<file path="config.mk">
export PLATFORM = sky130hd
export DESIGN_NAME = trig_ascii_formatter
export DESIGN_NICKNAME = d
export VERILOG_FILES = /design/src/rtl/trig_ascii_formatter_pkg.sv /design/src/rtl/trig_ascii_formatter_frac_digit_gen.sv /design/src/rtl/trig_ascii_formatter.sv
export SDC_FILE = /design/constraint.sdc
export NUM_CORES = 1
export LEC_CHECK = 0
export BUFFER_PORTS_ARGS = -buffer_cell sky130_fd_sc_hd__buf_2
export CAP_MARGIN = 20
export CORE_UTILIZATION = 51
export DETAILED_ROUTE_END_ITERATION = 8
export PLACE_DENSITY = 0.8
export SYNTH_ARGS = -nofsm -noshare
export SYNTH_HDL_FRONTEND = slang
export SYNTH_SLANG_ARGS = --single-unit
export TNS_END_PERCENT = 5
</file>
<file path="constraint.sdc">
create_clock -name clk -period 6.5 [get_ports clk]
set_clock_uncertainty 0.1 [all_clocks]
set_input_delay 1.625 -clock clk [delete_from_list [all_inputs] [get_ports clk]]
set_output_delay 1.625 -clock clk [all_outputs]
set_load 0.03 [all_outputs]
</file>
<file path="src/rtl/trig_ascii_formatter_pkg.sv">
`default_nettype none
// ============================================================================
// Module   : trig_ascii_formatter_pkg
// Purpose  : Shared constants and types for the CORDIC result ASCII formatter.
//            Holds the fixed-point operand layout, the ASCII characters used
//            to build a line, the formatter state encoding and a digit helper.
// Ports    : none (package)
// Revision : 1.0 - initial release
// ============================================================================
package trig_ascii_formatter_pkg;

    // Operand layout: signed 42-bit, [40:34] integer, [33:0] fraction
    localparam int FRAC_W = 34;
    localparam int DATA_W = 42;
    localparam int INT_W  = DATA_W - FRAC_W - 1;

    localparam logic [7:0] ASCII_0   = 8'h30;
    localparam logic [7:0] ASCII_9   = 8'h39;
    localparam logic [7:0] ASCII_S   = 8'h53;
    localparam logic [7:0] ASCII_C   = 8'h43;
    localparam logic [7:0] ASCII_EQ  = 8'h3D;
    localparam logic [7:0] ASCII_DOT = 8'h2E;
    localparam logic [7:0] ASCII_SP  = 8'h20;
    localparam logic [7:0] ASCII_CR  = 8'h0D;
    localparam logic [7:0] ASCII_LF  = 8'h0A;

    typedef enum logic [0:0] {
        ST_IDLE = 1'b0,
        ST_EMIT = 1'b1
    } state_t;

    // Decimal digit 0..9 to its ASCII character
    function automatic logic [7:0] digit_to_ascii(input logic [3:0] digit);
        return ASCII_0 + {4'h0, digit};
    endfunction

endpackage
`default_nettype wire

</file>
<file path="src/rtl/trig_ascii_formatter_frac_digit_gen.sv">
`default_nettype none
// ============================================================================
// Module   : trig_ascii_formatter_frac_digit_gen
// Purpose  : One combinational decimal step of a binary fraction: multiplies
//            the fraction by ten; the carry-out nibble is the next decimal
//            digit and the low bits are the remaining fraction.
// Ports    : i_frac  [FRAC_W-1:0]  fraction in
//            o_digit [3:0]         decimal digit (0..9)
//            o_frac  [FRAC_W-1:0]  fraction remaining after the digit
// Revision : 1.0 - initial release
// ============================================================================
module trig_ascii_formatter_frac_digit_gen
    import trig_ascii_formatter_pkg::*;
(
    input  logic [FRAC_W-1:0] i_frac,
    output logic [3:0]        o_digit,
    output logic [FRAC_W-1:0] o_frac
);

    logic [FRAC_W+3:0] w_prod;

    // frac*10 = frac*8 + frac*2; always < 10*2^FRAC_W so 4 integer bits suffice
    always_comb begin
        w_prod  = {1'b0, i_frac, 3'b000} + {3'b000, i_frac, 1'b0};
        o_digit = w_prod[FRAC_W+3:FRAC_W];
        o_frac  = w_prod[FRAC_W-1:0];
    end

endmodule
`default_nettype wire

</file>
<file path="src/rtl/trig_ascii_formatter.sv">
`default_nettype none
// ============================================================================
// Module   : trig_ascii_formatter
// Purpose  : Captures a CORDIC Sin/Cos result on its done pulse and streams it
//            to a UART transmitter as "S=d.ddd.. C=d.ddd..\r\n", one byte per
//            valid/ready handshake. Decimal digits are produced on the fly as
//            each byte is loaded, so there are no conversion stall cycles.
// Ports    : clk, rst_n         clock, synchronous active-low reset
//            start_to_UART      result-valid pulse, samples Sin/Cos in IDLE
//            Sin, Cos [41:0]    signed fixed point, 34 fractional bits
//            tx_data [7:0]      ASCII byte, tx_valid / tx_ready handshake
//            busy               a line is being emitted
//            overrun            1-cycle pulse, start dropped while busy
// Revision : 1.0 - initial release
// ============================================================================
module trig_ascii_formatter
    import trig_ascii_formatter_pkg::*;
#(
    parameter int FRAC_DIGITS = 8   // 1..12
)(
    input  logic              clk,
    input  logic              rst_n,
    input  logic              start_to_UART,
    input  logic [DATA_W-1:0] Sin,
    input  logic [DATA_W-1:0] Cos,
    output logic [7:0]        tx_data,
    output logic              tx_valid,
    input  logic              tx_ready,
    output logic              busy,
    output logic              overrun
);

    localparam int LINE_LEN = 2 * (FRAC_DIGITS + 4) + 3;
    localparam int IDX_W    = $clog2(LINE_LEN);

    // Byte positions within the line
    localparam logic [IDX_W-1:0] P_S_EQ    = IDX_W'(1);
    localparam logic [IDX_W-1:0] P_S_INT   = IDX_W'(2);
    localparam logic [IDX_W-1:0] P_S_DOT   = IDX_W'(3);
    localparam logic [IDX_W-1:0] P_S_FRAC0 = IDX_W'(4);
    localparam logic [IDX_W-1:0] P_SP      = IDX_W'(4 + FRAC_DIGITS);
    localparam logic [IDX_W-1:0] P_C       = IDX_W'(5 + FRAC_DIGITS);
    localparam logic [IDX_W-1:0] P_C_EQ    = IDX_W'(6 + FRAC_DIGITS);
    localparam logic [IDX_W-1:0] P_C_INT   = IDX_W'(7 + FRAC_DIGITS);
    localparam logic [IDX_W-1:0] P_C_DOT   = IDX_W'(8 + FRAC_DIGITS);
    localparam logic [IDX_W-1:0] P_C_FRAC0 = IDX_W'(9 + FRAC_DIGITS);
    localparam logic [IDX_W-1:0] P_CR      = IDX_W'(9 + 2 * FRAC_DIGITS);
    localparam logic [IDX_W-1:0] P_LF      = IDX_W'(10 + 2 * FRAC_DIGITS);

    state_t              state_q,    state_d;
    logic [IDX_W-1:0]    idx_q,      idx_d;
    logic [7:0]          tx_data_q,  tx_data_d;
    logic [FRAC_W-1:0]   sin_frac_q, sin_frac_d;
    logic [FRAC_W-1:0]   cos_frac_q, cos_frac_d;
    logic [3:0]          sin_int_q,  sin_int_d;
    logic [3:0]          cos_int_q,  cos_int_d;
    logic                sin_sat_q,  sin_sat_d;
    logic                cos_sat_q,  cos_sat_d;
    logic                overrun_q,  overrun_d;

    logic [INT_W-1:0]    w_sin_int;
    logic [INT_W-1:0]    w_cos_int;
    logic                w_sin_sat;
    logic                w_cos_sat;
    logic [IDX_W-1:0]    w_idx_nxt;
    logic                w_gen_sel_sin;
    logic [FRAC_W-1:0]   w_gen_frac_in;
    logic [3:0]          w_gen_digit;
    logic [FRAC_W-1:0]   w_gen_frac_out;
    logic [7:0]          w_next_byte;
    logic                w_step_sin;
    logic                w_step_cos;
    logic                w_unused_sign;

    // The sign bit carries no information for the printed magnitude
    assign w_unused_sign = Sin[DATA_W-1] ^ Cos[DATA_W-1];

    assign w_sin_int = Sin[DATA_W-2:FRAC_W];
    assign w_cos_int = Cos[DATA_W-2:FRAC_W];
    assign w_sin_sat = (w_sin_int > INT_W'(9));
    assign w_cos_sat = (w_cos_int > INT_W'(9));

    assign w_idx_nxt = idx_q + 1'b1;

    // Single digit generator shared by both values: the next byte belongs to
    // the Sin half whenever it lies before the separating space.
    assign w_gen_sel_sin = (w_idx_nxt < P_SP);
    assign w_gen_frac_in = w_gen_sel_sin ? sin_frac_q : cos_frac_q;

    trig_ascii_formatter_frac_digit_gen u_frac_digit_gen (
        .i_frac  (w_gen_frac_in),
        .o_digit (w_gen_digit),
        .o_frac  (w_gen_frac_out)
    );

    // Byte to present after the current one is accepted
    always_comb begin
        w_next_byte = 8'h00;
        w_step_sin  = 1'b0;
        w_step_cos  = 1'b0;
        case (w_idx_nxt)
            P_S_EQ, P_C_EQ: w_next_byte = ASCII_EQ;
            P_S_DOT, P_C_DOT: w_next_byte = ASCII_DOT;
            P_S_INT: w_next_byte = digit_to_ascii(sin_int_q);
            P_C_INT: w_next_byte = digit_to_ascii(cos_int_q);
            P_SP:    w_next_byte = ASCII_SP;
            P_C:     w_next_byte = ASCII_C;
            P_CR:    w_next_byte = ASCII_CR;
            P_LF:    w_next_byte = ASCII_LF;
            default: begin
                if ((w_idx_nxt >= P_S_FRAC0) && (w_idx_nxt < P_SP)) begin
                    w_step_sin  = 1'b1;
                    w_next_byte = sin_sat_q ? ASCII_9 : digit_to_ascii(w_gen_digit);
                end else if ((w_idx_nxt >= P_C_FRAC0) && (w_idx_nxt < P_CR)) begin
                    w_step_cos  = 1'b1;
                    w_next_byte = cos_sat_q ? ASCII_9 : digit_to_ascii(w_gen_digit);
                end
            end
        endcase
    end

    always_comb begin
        state_d    = state_q;
        idx_d      = idx_q;
        tx_data_d  = tx_data_q;
        sin_frac_d = sin_frac_q;
        cos_frac_d = cos_frac_q;
        sin_int_d  = sin_int_q;
        cos_int_d  = cos_int_q;
        sin_sat_d  = sin_sat_q;
        cos_sat_d  = cos_sat_q;
        overrun_d  = 1'b0;
        case (state_q)
            ST_IDLE: begin
                if (start_to_UART) begin
                    sin_frac_d = Sin[FRAC_W-1:0];
                    cos_frac_d = Cos[FRAC_W-1:0];
                    sin_sat_d  = w_sin_sat;
                    cos_sat_d  = w_cos_sat;
                    sin_int_d  = w_sin_sat ? 4'd9 : w_sin_int[3:0];
                    cos_int_d  = w_cos_sat ? 4'd9 : w_cos_int[3:0];
                    tx_data_d  = ASCII_S;
                    idx_d      = '0;
                    state_d    = ST_EMIT;
                end
            end
            ST_EMIT: begin
                // Any start while a line is in flight is dropped, including
                // on the final handshake cycle.
                overrun_d = start_to_UART;
                if (tx_ready) begin
                    if (idx_q == P_LF) begin
                        state_d = ST_IDLE;
                        idx_d   = '0;
                    end else begin
                        idx_d     = w_idx_nxt;
                        tx_data_d = w_next_byte;
                        if (w_step_sin) sin_frac_d = w_gen_frac_out;
                        if (w_step_cos) cos_frac_d = w_gen_frac_out;
                    end
                end
            end
            default: state_d = ST_IDLE;
        endcase
    end

    always_ff @(posedge clk) begin
        if (!rst_n) begin
            state_q    <= ST_IDLE;
            idx_q      <= '0;
            tx_data_q  <= 8'h00;
            sin_frac_q <= '0;
            cos_frac_q <= '0;
            sin_int_q  <= 4'd0;
            cos_int_q  <= 4'd0;
            sin_sat_q  <= 1'b0;
            cos_sat_q  <= 1'b0;
            overrun_q  <= 1'b0;
        end else begin
            state_q    <= state_d;
            idx_q      <= idx_d;
            tx_data_q  <= tx_data_d;
            sin_frac_q <= sin_frac_d;
            cos_frac_q <= cos_frac_d;
            sin_int_q  <= sin_int_d;
            cos_int_q  <= cos_int_d;
            sin_sat_q  <= sin_sat_d;
            cos_sat_q  <= cos_sat_d;
            overrun_q  <= overrun_d;
        end
    end

    assign tx_data  = tx_data_q;
    assign tx_valid = (state_q == ST_EMIT);
    assign busy     = (state_q == ST_EMIT);
    assign overrun  = overrun_q;

endmodule
`default_nettype wire

</file>
# Yosys cells after proc, flatten, opt, wreduce, memory -nomap -nowiden
# Index checks and enable logic that the tools add are counted.
# word_totals
ff_bits	93
wordCells	84
in_bits	88
out_inout_bits	11
# op_classes
add_sub_neg	5
n_reduce_logical	11
n_eq_ne	16
n_bitwise	1
magnitude_cmp	6
muxes	35
# op_table
cell	count
$mux W34	9
$pmux W34 S2	2
$pmux W8 S8	1
$mux W8	5
$add A37 B35 Y38	1
$add A6 B4 Y7 const A	3
$eq A5 B4 Y1 const B	4
$eq A5 B5 Y1 const B	4
$pmux W8 S2	1
$mux W5	3
$gt A7 B4 Y1 const B	2
$mux W7	2
$eq A5 B2 Y1 const B	2
$pmux W5 S2	1
$reduce_or A10 Y1	1
$mux W1	8
$mux W4	2
$reduce_and A4 Y1	2
$ne A2 B2 Y1 const B	3
$reduce_and A2 Y1	3
$add A5 B1 Y5 const B	1
$eq A5 B1 Y1 const B	1
$ge A5 B3 Y1 const B	1
$ge A5 B5 Y1 const B	1
8 further kinds	11

# Depth between registers and ports, before layout
# logic_depth
word_depth	12
depth_mapped	20
mapped_depth_nobuf	15

# Cells and area by module
# Synthesis repeated with hierarchy kept, for this count alone.
# hier_totals
hier_cells	932
hier_area_um2	7657.3
# modules_own_cells
module	n_inst	seq_area_each_um2	area_per_inst_um2	cells_each
trig_ascii_formatter	1	1841.8	5650.4	657
trig_ascii_formatter_frac_digit_gen	1	0.0	2006.9	275

# Least setup slack after synthesis
# OpenSTA, ideal clock, no wires.
# synth_path
path_kind	register -> register
startpoint	register idx_q[0]
endpoint	register cos_frac_q[31]
arrival_time_ns	4.491
required_time_ns	6.334
path_stages_with_launch	19
synth_period_minus_slack_ns	4.657
setup_slack_ns	1.843
setup_time_ns	0.066
path_buffers	5
path_cell_list	dfxtp_1 -> ha_1 -> buf_6 -> nor4bb_4 -> o21ai_2 -> nand2_1 -> buf_2 -> buf_2 -> buf_1 -> mux2_2 -> ha_1 -> clkbuf_1 -> nand4_1 -> or2_2 -> or3_1 -> o22a_1 -> a21bo_1 -> mux2_4 -> a21oi_2
# synth_via
elab_chain_len	8
elab_cells_between_ends	31
classes_between	add/sub (2); order compare (4); eq/ne (13); mux (8); reduce/logical (4)
# synth_rtl
item	line	rtl
start: declaration	trig_ascii_formatter.sv:51	logic [IDX_W-1:0] idx_q, idx_d;
start signal: assignment	trig_ascii_formatter.sv:181	idx_q <= idx_d;
$add A5 B1 Y5	trig_ascii_formatter.sv:83	assign w_idx_nxt = idx_q + 1'b1;
$lt A5 B4 Y1, or another cell as far along	trig_ascii_formatter.sv:87, trig_ascii_formatter.sv:111	
$mux W34 or $logic_and A1 B1 Y1 (tied branches)	trig_ascii_formatter.sv:88, trig_ascii_formatter.sv:114	
$add A37 B35 Y38 or $mux W1 (tied branches)	trig_ascii_formatter_frac_digit_gen.sv:24, trig_ascii_formatter.sv:114	
$mux W34 or $mux W1 (tied branches)	trig_ascii_formatter.sv:159, trig_ascii_formatter.sv:111	
$mux W34 or $mux W1 (tied branches)	trig_ascii_formatter.sv:152, trig_ascii_formatter.sv:101	
$mux W34 or $ne A2 B1 Y1 (tied branches)	--	
$pmux W34 S2 or $reduce_and A4 Y1 (tied branches)	--	
end signal: assignment	trig_ascii_formatter.sv:184	cos_frac_q <= cos_frac_d;
end: declaration	trig_ascii_formatter.sv:54	logic [FRAC_W-1:0] cos_frac_q, cos_frac_d;
# Several ways; a longest one is shown, not always the timed one. The select of a mux whose other input is x is not followed.
# A chain may end at the register's enable or synchronous reset.

# Worst setup path in the final report
# Same ends and word-level chain as after synthesis.

==> run summary <==
Synthesis produced 883 cells. Number of nets in the synthesized netlist: 1007. For the global-route wire length before repair, the log shows 30190 microns.

The via count of the first global-routing pass came out at 6298. Of all nets on the critical path, the largest fanout is 19. The remaining routing DRC violations is 0, and the final RePlAce weighted congestion is 0.9738.

The setup path with the least slack is of type reg2reg. The maximum buffer depth of the clock tree is 2, and the number of instances in the placed design is 1103. The logs give 13690 sq um for the total die area and 41 for the number of standard-cell rows in the floorplan.

By count the netlist is led by 139 x a21oi_1, 92 x dfxtp_1, 90 x nand2_1, 85 x o21ai_0, 65 x nor2_1. Hold is met by 354.7 ps. The number of enable flip-flop cells after synthesis works out to 0. For the hold buffer count at cts, the log shows 0.

The path class of the tightest hold or removal check is reg2reg. Count of H-tree levels built during CTS: 3. From bottom edge to top edge, the die measures 117.0 microns. Setup repair after global routing left no endpoint under its margin. Walking the worst path, the cells encountered are ha_1 > mux2i_1 > o21bai_2 > nand2_1 > buf_4 > mux2_2 > ha_1 > nand2_1 > nor2_2 > nand3_1 > or2_2 > or3_1 > o22a_1 > a21bo_1 > mux2_4 > a21oi_2. The die width works out to 117.0 microns.

The logs give 9 for the TritonCTS buffer count and 0 for the number of antenna violations at the first check in global routing. For this run, the detailed router's first-pass iteration total came to 5. By area the synthesized netlist is led by dfxtp_1 27%, a21oi_1 10%, ha_1 6.7%. Setup violations remaining at the end of the flow were counted as 0.

The root buffer cell chosen for the clock tree is clkbuf_16. The detail route stage leaves a number of antenna-violating nets equal to 0. For the worst setup path, the data arrival time is 5560 ps. STA puts the critical path data required time at 6690 ps.

The leading cell type by number of instances after synthesis was a21oi_1. Origin of the worst min-delay path: cos_frac_q[2]$_SDFFE_PN0P_. Area growth from synthesis to layout: 12.09%.

The most used flip-flop cell after synthesis is dfxtp_1. The number of buffers added on ports works out to 95. The final layout contains 1067 nets. The startpoint of the most critical setup path is idx_q[0]$_SDFFE_PN0P_. The logs give 0.1504 mV for the maximum vdd drop and 0 for the post-CTS setup buffer count. Final clock period utilization by the worst path: 82.51%.

The starting utilization of the core area is 52.83%. After routing, the total negative slack on setup checks comes to 0 ps. STA classifies the critical path endpoint as a flip-flop.

The average via count per standard cell is 6.115, and the number of ports placed on the die boundary is 99. Power spread over the standard cell area amounts to 208.0 nW/um^2. Counting flops with an async set or reset pin after synthesis yields a share of 0%. Final-report hold violation count: 0. The violation count after the first detailed-routing iteration was 492. The fraction of the yosys area taken by sequential cells is 27.29%.

The clock net in this run drives a total of 92 sinks. The leading area contributor after synthesis is dfxtp_1. The synthesized area divided by synthesized cell count works out to 7.642 sq um. For this run, the number of Yosys warnings is 0. The combined global-route utilization of all metal layers is 28.17%. The layout has 1214 filler cells. On the critical path the largest part of the delay comes from simple AND/OR/NAND/NOR gates.

The clock period could shrink to 5363 ps. For this block, the routed nets add up to 18610 microns of wire. The synthesized design contains 92 register bits. Of the cells placed in the final design, the portion with a size suffix greater than 1 is 18.37%. For this run the aggregate overflow at the end of global routing stands at 0. For the number of gates resized after CTS, the log shows 0. Largest net degree at the start of global routing: 71.

The run finished with clean final reports. The netlist uses 73 different library cells. The worst setup path is launched from a flip-flop. The pin slew with the least headroom to its limit is 1099 ps, and the count of maximum capacitance violations is 0. Worst-path cell with the longest stage delay: nand2_1. The run gives 1.574 mW as the total power after layout. Derived from the worst setup path, the maximum achievable clock frequency is 0.1865 GHz. The combined buffer and inverter count along the critical path is 1. The tools report the total number of vias as 6843. The count of antenna diodes in the layout is 0, and the headroom to the max-slew limit is 26.71%. The core region is 12770 sq um. The logs give 6748 sq um for the post-synthesis instance area and 0 for the number of pins exceeding their max-slew limit in the final report. The wire length per cell after detailed routing was 16.63 microns. The clock reaches the later pin of the worst-skew pair after 360 ps. The run gives 13170 microns as the final HPWL from detailed placement.

Clock-pin slew was measured on the worst setup and hold paths at 60 ps. Summed over all cells, the static leakage comes to 3.186 nW. Peak per-stage delay on the critical path: 650 ps. The share of the synthesized area in the top cell type is 27.29%.

TritonCTS built the clock tree. The startpoint of the worst-slack reg-to-reg timing path is idx_q[0]$_SDFFE_PN0P_. The finished layout holds 1119 standard cells, fillers aside.
## where the power goes
part / switching [mW] / internal, mW / total (mW)
clock: 0.220 / 0.277 / 0.497
sequential: 0.0250 / 0.612 / 0.637
combinational: 0.275 / 0.166 / 0.440
## tightest hold or removal path, delay by kind of cell (launching register included)
family           cells  cell delay, ps
AO/OA/AOI/OAI        1              50
flip-flops           1             310
AND/OR/NAND/NOR      1              50
## layout make-up
class / count / area (sq um) / share of cell area [%]
clock inverter: 2 / 10.01 / 0.1323
tap: 172 / 215.2 / 2.845
clock buffer: 13 / 260.3 / 3.441
inverter: 16 / 60.06 / 0.7940
timing repair buffer: 104 / 550.5 / 7.279
sequential: 92 / 1843 / 24.37
multi-input combinational: 720 / 4624 / 61.14
## logic make-up (layout without fill, tap and decap cells)
| kind of cell | count (synthesis) | in the layout | synth area share (%) |
|---|---|---|---|
| xor gates and xnor gates | 31 | 31 | 4.228 |
| buffers and inverters | 71 | 135 | 4.283 |
| other | 1 | 1 | 0.05557 |
| adders and majority gates | 37 | 37 | 6.824 |
| AOI/OAI and AO/OA | 358 | 358 | 33.02 |
| and+or+nand+nor | 249 | 249 | 17.08 |
| muxes | 44 | 44 | 7.213 |
| DFF | 92 | 92 | 27.29 |
## cells in the final DEF (no fill, tap or decap), drive strengths merged, types with 10 or more instances in the layout
master  instances
mux2           34
o211ai         10
buf           104
inv            15
a22oi          10
nor3           24
a21o           17
a21oi         141
mux2i          10
a31oi          17
nand3          19
clkbuf         13
ha             36
xor2           17
dfxtp          92
nor2           66
nand2          90
xnor2          13
o21ai          89
## sequential cells by signal (all words and copies together) (netlist names)
register,flops
tx_data,7
cos_frac_q,34
sin_int_q,4
cos_int_q,4
busy,1
overrun,1
cos_sat_q,1
idx_q,5
sin_sat_q,1
sin_frac_q,34
## per-layer routing
layer / vias to the layer above / part of all wire, % / GRT usage, %
met4: 0 / 2.0 / 9.367
met3: 36 / 6.4 / 6.076
met2: 250 / 46 / 47.10
met5: - / 0 / 0
li1: 3390 / - / -
met1: 3167 / 45 / 36.03
## metrics by stage
step,util [%],worst slack [ps],instance area (sq um)
after CTS,59.09,1193,7548
after floorplan,-,1843,6748
final,59.21,1137,7564
after global routing,59.21,763.6,7564
after detailed placement,56.98,1205,7278
after global placement,56.98,1273,7278
## worst paths after layout
| kind | slack, ps | depth (start not counted) | end |
|---|---|---|---|
| hold reg to reg | 350 | 2 | cos_frac_q[2]$_SDFFE_PN0P_ |
| hold / removal | 350 | 2 | cos_frac_q[2]$_SDFFE_PN0P_ |
| setup reg to reg | 1140 | 16 | cos_frac_q[31]$_SDFFE_PN0P_ |
| setup / recovery | 1140 | 16 | cos_frac_q[31]$_SDFFE_PN0P_ |
Note: power is estimated with default switching activity, not from simulation.
